--- src/rtl/arbitro_ram.sv ---
// Two-requester round-robin arbiter that sequences single reads/writes into a
// negedge-write, posedge-registered-read RAM and returns read data as a 1-cycle pulse.
module arbitro_ram #(
  parameter int ANCHO       = 8,
  parameter int PROFUNDIDAD = 8
) (
  input  logic                     clk_i,
  input  logic                     reset_i,
  input  logic [1:0]               req_valid_i,
  output logic [1:0]               req_ready_o,
  input  logic [1:0]               req_we_i,
  input  logic [2*PROFUNDIDAD-1:0] req_addr_i,
  input  logic [2*ANCHO-1:0]       req_data_i,
  output logic [1:0]               rsp_valid_o,
  output logic [ANCHO-1:0]         rsp_data_o,
  output logic                     ram_we_o,
  output logic [PROFUNDIDAD-1:0]   ram_addr_o,
  output logic [ANCHO-1:0]         ram_data_o,
  input  logic [ANCHO-1:0]         ram_rdata_i,
  output logic                     busy_o
);

  typedef enum logic [1:0] {IDLE, ISSUE, WAIT, RESP} estado_t;

  estado_t                state_q, state_d;
  logic                   owner_q, owner_d;
  logic                   we_q, we_d;
  logic                   last_grant_q, last_grant_d;
  logic                   ram_we_q, ram_we_d;
  logic [PROFUNDIDAD-1:0] ram_addr_q, ram_addr_d;
  logic [ANCHO-1:0]       ram_data_q, ram_data_d;
  logic [1:0]             rsp_valid_q, rsp_valid_d;
  logic [ANCHO-1:0]       rsp_data_q, rsp_data_d;
  logic [1:0]             grant;
  logic                   winner;

  always_comb begin
    state_d      = state_q;
    owner_d      = owner_q;
    we_d         = we_q;
    last_grant_d = last_grant_q;
    ram_we_d     = 1'b0;
    ram_addr_d   = ram_addr_q;
    ram_data_d   = ram_data_q;
    rsp_valid_d  = 2'b00;
    rsp_data_d   = rsp_data_q;
    grant        = 2'b00;
    winner       = 1'b0;
    case (state_q)
      IDLE: begin
        if (|req_valid_i) begin
          // On a tie the requester that did not win last time goes first.
          winner        = (req_valid_i == 2'b11) ? ~last_grant_q : req_valid_i[1];
          grant[winner] = 1'b1;
          owner_d       = winner;
          we_d          = req_we_i[winner];
          last_grant_d  = winner;
          ram_we_d      = req_we_i[winner];
          ram_addr_d    = winner ? req_addr_i[PROFUNDIDAD +: PROFUNDIDAD]
                                 : req_addr_i[0 +: PROFUNDIDAD];
          ram_data_d    = winner ? req_data_i[ANCHO +: ANCHO]
                                 : req_data_i[0 +: ANCHO];
          state_d       = ISSUE;
        end
      end
      ISSUE: state_d = we_q ? IDLE : WAIT;
      WAIT: begin
        rsp_data_d           = ram_rdata_i;
        rsp_valid_d[owner_q] = 1'b1;
        state_d              = RESP;
      end
      RESP:    state_d = IDLE;
      default: state_d = IDLE;
    endcase
  end

  always_ff @(posedge clk_i or posedge reset_i) begin
    if (reset_i) begin
      state_q      <= IDLE;
      owner_q      <= 1'b0;
      we_q         <= 1'b0;
      last_grant_q <= 1'b1;
      ram_we_q     <= 1'b0;
      ram_addr_q   <= '0;
      ram_data_q   <= '0;
      rsp_valid_q  <= 2'b00;
      rsp_data_q   <= '0;
    end else begin
      state_q      <= state_d;
      owner_q      <= owner_d;
      we_q         <= we_d;
      last_grant_q <= last_grant_d;
      ram_we_q     <= ram_we_d;
      ram_addr_q   <= ram_addr_d;
      ram_data_q   <= ram_data_d;
      rsp_valid_q  <= rsp_valid_d;
      rsp_data_q   <= rsp_data_d;
    end
  end

  // Ready is combinational, so it is masked while reset holds all outputs low.
  assign req_ready_o = reset_i ? 2'b00 : grant;
  assign rsp_valid_o = rsp_valid_q;
  assign rsp_data_o  = rsp_data_q;
  assign ram_we_o    = ram_we_q;
  assign ram_addr_o  = ram_addr_q;
  assign ram_data_o  = ram_data_q;
  assign busy_o      = (state_q != IDLE);

endmodule

--- config.mk ---
export PLATFORM = sky130hd
export DESIGN_NAME = arbitro_ram
export DESIGN_NICKNAME = d
export VERILOG_FILES = /design/src/rtl/arbitro_ram.sv
export SDC_FILE = /design/constraint.sdc
export NUM_CORES = 1
export LEC_CHECK = 0
export BUFFER_PORTS_ARGS = -buffer_cell sky130_fd_sc_hd__buf_2
export CAP_MARGIN = 20
export CORE_ASPECT_RATIO = 1.4
export CORE_MARGIN = 4
export CORE_UTILIZATION = 50
export CTS_BUF_LIST = sky130_fd_sc_hd__clkbuf_8
export DETAILED_ROUTE_END_ITERATION = 6
export PLACE_DENSITY_LB_ADDON = 0.08
export SYNTH_ARGS = -nofsm -noshare
export SYNTH_HDL_FRONTEND = slang
export SYNTH_SLANG_ARGS = --single-unit
--- constraint.sdc ---
create_clock -name clk_i -period 4.2 [get_ports clk_i]
set_clock_uncertainty 0.15 [all_clocks]
set_input_delay 1.05 -clock clk_i [delete_from_list [all_inputs] [get_ports clk_i]]
set_output_delay 1.05 -clock clk_i [all_outputs]
set_load 0.02 [all_outputs]
==> metrics.md, run 1 <==
| Metric | Value |
|---|---|
| Arrival time worst endpoint | `between 1500 and 2000 ps` |
| Syn Std Cell Area | `1461 um2` |
| Count leader, synth | `nand2_1` |
| Synth Area in XOR/XNOR | `0%` |
| Max-slew violation count | `0` |
| Max-slew headroom | `42.93%` |
| Post-synthesis mux area share | `approximately 6.8%` |
| Buffers on Ports | `75` |
| Initial antenna violation count | `0` |
| Worst path required time | `about 3000 ps` |
| Max-cap violations | `0` |
| Clock Path Buffers | `2` |
| Synthesized instance count | `140` |
| Min Clock Period, post-route | `around 3200 ps` |
| Power density over the cells | `780.2 nW/um2` |
| Largest net degree at the start of global routing | `27` |
| Netlist cell types | `22` |
| Share of cells above drive strength 1 | `49.77%` |
| Worst Setup End Kind | `primary output` |
| Global route total overflow | `0` |
| CP max stage delay | `about 220 ps` |
| Post-synth EDFFs | `0` |
| CTS Buf Count | `5` |
| Mapped Nets | `approximately 190` |
| Largest cells by area after synthesis | `dfrtp_1, nand2_1, a31oi_2` |
| CTS resizes | `0` |
| WL per Instance | `14.09 um` |
| Number of global-route vias before repair | `1279` |
| GRT Util Overall | `20.87%` |
| Ports | `between 70 and 80` |
| Area Growth Syn to Fin | `34.50%` |
| Slowest stage cell, crit path | `buf_4` |
| Compound-cell area share of the yosys netlist | `19.78%` |
| Worst R2R Path Depth | `4` |
| Total Nets Final | `between 200 and 300` |
| Detail Placement HPWL | `about 2500 um` |
| DP Worst Slack | `1058 ps` |
| Fillers | `211` |
| CP max FO | `20` |
| DIE WIDTH | `about 54 um` |
| Clock sink count | `32` |
| Synth Flop Type | `dfrtp_1` |
| Post-synth top cells | `nand2_1, dfrtp_1, a21oi_1` |
| H-tree lvl count | `2` |
| CTS clock-pin slew for the worst setup and hold paths | `approximately 70 ps` |
| DRC | `0` |
| Starting density of the core | `between 50% and 60%` |
| First-pass DRT Iterations | `4` |
| DRT iter0 DRCs | `21` |
| Yosys warns | `0` |
| RSZ-0062 raised after global routing | `false` |
| Area fraction of the dominant cell type after synthesis | `53.08%` |
| CTS tree | `built` |
| ANT cells | `0` |
| Top cell by count, worst path | `buf_2` |
| Crit path cell chain | `buf_2 -> or2_1 -> buf_4 -> nand2_1 -> nor3_1 -> buf_2` |
| Average size of a mapped cell | `approximately 10 um2` |
| Synth Area in Simple Gates | `between 10% and 20%` |
| Status | `completed` |
| CTS Hold Bufs | `0` |
| Hold depth | `1` |
| Slew at the pin with the worst max-slew slack | `about 860 ps` |
| Seq/Total Area, Yosys | `a little over half` |
| Hold Crit Class | `flip-flop to flip-flop` |
| Post-detailed-route count of antenna-violating nets | `0` |
| Worst-skew pair later-pin latency | `about 290 ps` |
| Routability cong. | `0.6929` |
| Worst setup SP type | `primary input` |
| Final hold vios | `0` |
| Die height | `between 70 and 80 um` |
| First-pass GRT wire length | `5782 um` |
| Die Footprint | `between 3000 and 4000 um2` |
| Adder-Cell Fraction of Synth Area | `0%` |
| Final setup vio count | `0` |
| Area of the core | `around 2700 um2` |
| Setup WS post-layout | `roughly 1000 ps` |
| Largest family of logic cells by synthesized area | `compound AO/OA/AOI/OAI gates` |
| Clk root buf | `clkbuf_8` |
| Num rows | `22` |
| Crit Path Class | `primary input to primary output` |
| Async SR Flop Fraction | `100.0%` |
| Final worst path period share | `approximately three quarters` |
| # Post-CTS Setup Buffers | `0` |
| Via count | `1291` |
| Post-DR vias/cell | `~5` |
| Synthesized flop and latch total | `32` |
| TNS Setup | `0 ps` |
| Leak | `a little under 0.001 uW` |
| Area leader, netlist | `dfrtp_1` |
| F_max | `316.9 MHz` |
| Peak VDD IR | `about 0.51 mV` |
| Post-Route WL | `3564 um` |
## worst paths after layout
| check | from | to | slack [ps] |
|---|---|---|---|
| max reg2reg | flip-flop | ram_addr_o[5] | 1670 |
| min | owner_q | rsp_valid_o[0] | 280 |
| max | req_valid_i[0] | req_ready_o[0] | 1040 |
| max in group asynchronous | reset_i | last_grant_q | 2680 |
| min reg2reg | owner_q | rsp_valid_o[0] | 280 |
| min in group asynchronous | reset_i | ram_data_o[5] | 560 |
## layout by cell type (no fill, tap or decap), drive strengths merged
cell | netlist | final
buf | 9 | 79
nand2 | 35 | 35
dfrtp | 31 | 31
a21oi | 19 | 19
a31oi | 17 | 17
mux2 | 8 | 8
nor2 | 7 | 7
clkbuf | 1 | 7
inv | 3 | 3
nor3 | 2 | 2
a21bo | 1 | 1
or2 | 1 | 1
and2 | 1 | 1
a21boi | 1 | 1
mux2i | 1 | 1
o22ai | 1 | 1
nand2b | 1 | 1
bufinv | 0 | 1
dfstp | 1 | 1
## report_power, final
part	internal [uW]	switching, uW
logic	255	419
clock network	209	115
registers	459	77.3
## registers in the layout, indices dropped and copies added (netlist names), named ones only
name / flops
ram_addr_o: 8
ram_data_o: 8
rsp_data_o: 8
rsp_valid_o: 2
last_grant_q: 1
owner_q: 1
ram_we_o: 1
state_q: 1
we_q: 1
## through the flow
stage	std cells	total power (uW)	util (%)	area (um2)	hold slack (ps)
final	253	1534	72.13	1966	280.0
after floorplan	140	1015	-	1461	253.2
after CTS	253	1555	72.13	1966	279.3
after global routing	253	1645	72.13	1966	295.0
after global placement	245	1199	67.49	1839	260.5
after detailed placement	245	1220	67.49	1839	269.9
## per-layer routing
| layer | global-route usage (%) | vias up | wire length [um] |
|---|---|---|---|
| li1 | - | 629 | - |
| met3 | 8.214 | 7 | 336 |
| met5 | 0 | - | 0 |
| met4 | 10.80 | 0 | 64 |
| met2 | 33.69 | 53 | 1774 |
| met1 | 23.00 | 602 | 1389 |
## cells by family (layout without fill, tap and decap cells)
group           count (synthesis)  after routing
simple gates                   47             47
flops                          32             32
compound gates                 39             39
mux                             9              9
buf+inv                        13             90
## area by class of cell
type,instances,area [um2],area share [%]
flip-flops and latches,32,802.0,40.80
repair buffers,79,405.4,20.62
clock inverters,1,30.03,1.528
multi-input cells,95,575.6,29.28
clock buffers,7,96.34,4.901
well taps,36,45.04,2.292
inverters,3,11.26,0.5729
## worst max-delay path, delay by kind of cell
kind	cells	cell delay, ps
buf+inv	3	540
simple gates	3	370
Note: power is estimated with default switching activity, not from simulation.
==> inputs of run 2 (changes only) <==
- CORE_UTILIZATION: 50 -> 42
- clock period: 4.2 -> 2.9 ns (I/O delays scaled with it)
==> metrics.md, run 2 (synthesis gave the netlist of run 1 again) <==
| Metric | Value |
|---|---|
| Status | `completed (unchanged)` |
| Crit path max-delay family | `simple AND/OR/NAND/NOR gates (was buffers and inverters)` |
| First-pass GRT wire length | `5913 um (was 5782 um)` |
| Clock sink count | `32 (unchanged)` |
| Largest net degree at the start of global routing | `20 (was 27)` |
| Die Footprint | `4501 um2 (was 3864 um2)` |
| Slowest stage cell, crit path | `dfrtp_1 (was buf_4)` |
| Slew at the pin with the worst max-slew slack | `881.6 ps (was 856.1 ps)` |
| Hold path startpoint | `owner_q (unchanged)` |
| Detail Placement HPWL | `2685 um (was 2484 um)` |
| Fillers | `312 (was 211)` |
| CTS clock-pin slew for the worst setup and hold paths | `60 ps (was 70 ps)` |
| Area of the core | `3378 um2 (was 2725 um2)` |
| CP max FO | `9 (was 20)` |
| Worst setup SP type | `flip-flop (was primary input)` |
| Footprint of the multi-input gates | `575.6 um2 (unchanged)` |
| Number of global-route vias before repair | `1270 (was 1279)` |
| Post-Route WL | `3602 um (was 3564 um)` |
| CTS resizes | `0 (unchanged)` |
| Most frequent cells in the layout | `buf_2, nand2_1, dfrtp_1 (unchanged)` |
| Starting density of the core | `43.26% (was 53.63%)` |
| Min Clock Period, post-route | `between 2000 and 2500 ps` |
| Commonest non-fill, non-tap cell in the layout | `buf_2 (unchanged)` |
| Crit path cell chain | `nor2_1 -> buf_4 -> nand2_1 -> nor3_1 -> buf_2 (was buf_2 -> or2_1 -> buf_4 -> nand2_1 -> nor3_1 -> buf_2)` |
| Ports | `76 (unchanged)` |
| Worst Setup End Kind | `primary output (unchanged)` |
| Buf+Inv Stages, Crit Path | `2 (was 3)` |
| Clk root buf | `clkbuf_8 (unchanged)` |
| Max-slew violation count | `0 (unchanged)` |
| DRT iter0 DRCs | `44 (was 21)` |
| Worst-skew pair later-pin latency | `280 ps (was 290 ps)` |
| H-tree lvl count | `2 (unchanged)` |
| Final hold vios | `0 (unchanged)` |
| Initial antenna violation count | `0 (unchanged)` |
| Num rows | `25 (was 22)` |
| Hold Worst Slack | `284.6 ps (was 280.0 ps)` |
| Post-DR vias/cell | `5.089 (was 5.103)` |
| Max-cap violations | `0 (unchanged)` |
| CTS tree | `built (unchanged)` |
| WL per Instance | `13.91 um (was 14.09 um)` |
| Reg-to-Reg End | `ram_addr_o[3] (was ram_addr_o[5])` |
| DP Worst Slack | `584.7 ps (was 1058 ps)` |
| CP max stage delay | `400 ps (was 220 ps)` |
| TNS Setup | `0 ps (unchanged)` |
| Hold depth | `1 (unchanged)` |
| Hold Crit Class | `flip-flop to flip-flop (unchanged)` |
| Worst path required time | `2030 ps (was 3000 ps)` |
| Via count | `1318 (was 1291)` |
| DIE WIDTH | `57.86 um (was 53.69 um)` |
| Max-slew headroom | `41.23% (was 42.93%)` |
| Final setup vio count | `0 (unchanged)` |
| Leak | `0.0009741 uW (was 0.0009771 uW)` |
| Fin util | `57.41% (was 72.13%)` |
| Hold worst-path end | `rsp_valid_o[0] (unchanged)` |
| Final worst path period share | `81.64%` |
| GRT Util Overall | `17.12% (was 20.87%)` |
| FF+latch area | `802.0 um2 (unchanged)` |
| DRC | `0 (unchanged)` |
| Buffers on Ports | `75 (unchanged)` |
| Placed Area | `1859 um2 (was 1839 um2)` |
| CTS Hold Bufs | `0 (unchanged)` |
| Routability cong. | `0.7504 (was 0.6929)` |
| Crit Path Class | `flip-flop to primary output (was primary input to primary output)` |
| Total Nets Final | `264 (was 262)` |
| Area Growth Syn to Fin | `32.71% (was 34.50%)` |
| Post-detailed-route count of antenna-violating nets | `0 (unchanged)` |
| ANT cells | `0 (unchanged)` |
| First-pass DRT Iterations | `4 (unchanged)` |
| CTS Buf Count | `5 (unchanged)` |
| Arrival time worst endpoint | `1490 ps (was 1960 ps)` |
| R2R Setup Slk | `890 ps (was 1670 ps)` |
| Power density over the cells | `1069 nW/um2 (was 780.2 nW/um2)` |
| Clock Path Buffers | `2 (unchanged)` |
| Peak VDD IR | `0.5770 mV (was 0.5145 mV)` |
| RSZ-0062 raised after global routing | `false (unchanged)` |
| Die height | `77.80 um (was 71.97 um)` |
| Global route total overflow | `0 (unchanged)` |
| # Post-CTS Setup Buffers | `0 (unchanged)` |
| Post-layout instance area | `1939 um2 (was 1966 um2)` |
| Share of cells above drive strength 1 | `48.86% (was 49.77%)` |
| F_max | `around 420 MHz` |
| Worst R2R Path Depth | `4 (unchanged)` |
| Setup WS post-layout | `532.5 ps (was 1044 ps)` |
==> run 2: cell count changes in the layout (fill, tap and decap cells not counted) <==
| cell | delta |
|---|---|
| clkbuf_8 | -2 |
| buf_4 | +2 |
| inv_1 | +3 |
| bufinv_16 | -1 |
==> run 2: layout make-up <==
type                            instances  area share (%)
Timing Repair Buffer                   81           21.68
Inverter                                3          0.5806
Clock buffer                            5           3.548
Clock inverter                          3          0.5806
Sequential cell                        32           41.35
Tap cell                               40           2.581
Multi-Input combinational cell         95           29.68
==> run 2: worst max path at each step <==
stage	cells after the start	to	startpoint	slack [ps]
after floorplan	4	req_ready_o[1]	req_valid_i[1]	280
after global placement	4	req_ready_o[1]	req_valid_i[0]	580
after detailed placement	5	req_ready_o[0]	req_valid_i[0]	580
after CTS	5	req_ready_o[0]	flip-flop	520
after global routing	5	req_ready_o[0]	flip-flop	440
final	5	req_ready_o[0]	flip-flop	530
==> run 2: power by group <==
group          total [uW]  internal [uW]  switching [uW]
clock network         310            159             150
registers             771            664             106
logic                 993            381             612
total                2070           1210             868
==> run 2: worst register-to-register path: stages (launching register included) <==
cell and delay, ps:
dfrtp_1 400, nor2_1 160, buf_4 220, and2_1 730, a31oi_1 170
==> run 2: through the flow <==
step / instances / total power, uW
2_1_floorplan: 140 / 1471
3_3_place_gp: 251 / 1754
3_5_place_dp: 251 / 1788
4_1_cts: 259 / 2101
5_1_grt: 259 / 2229
6_report: 259 / 2073
==> run 2: metal layers <==
metal  GRT usage (%)  share of wire [%]  routed length, um
met5               0                  0                  0
met4           6.265                1.2                 43
met3           5.824                9.3                335
met2           28.28                 52               1875
met1           20.23                 37               1347
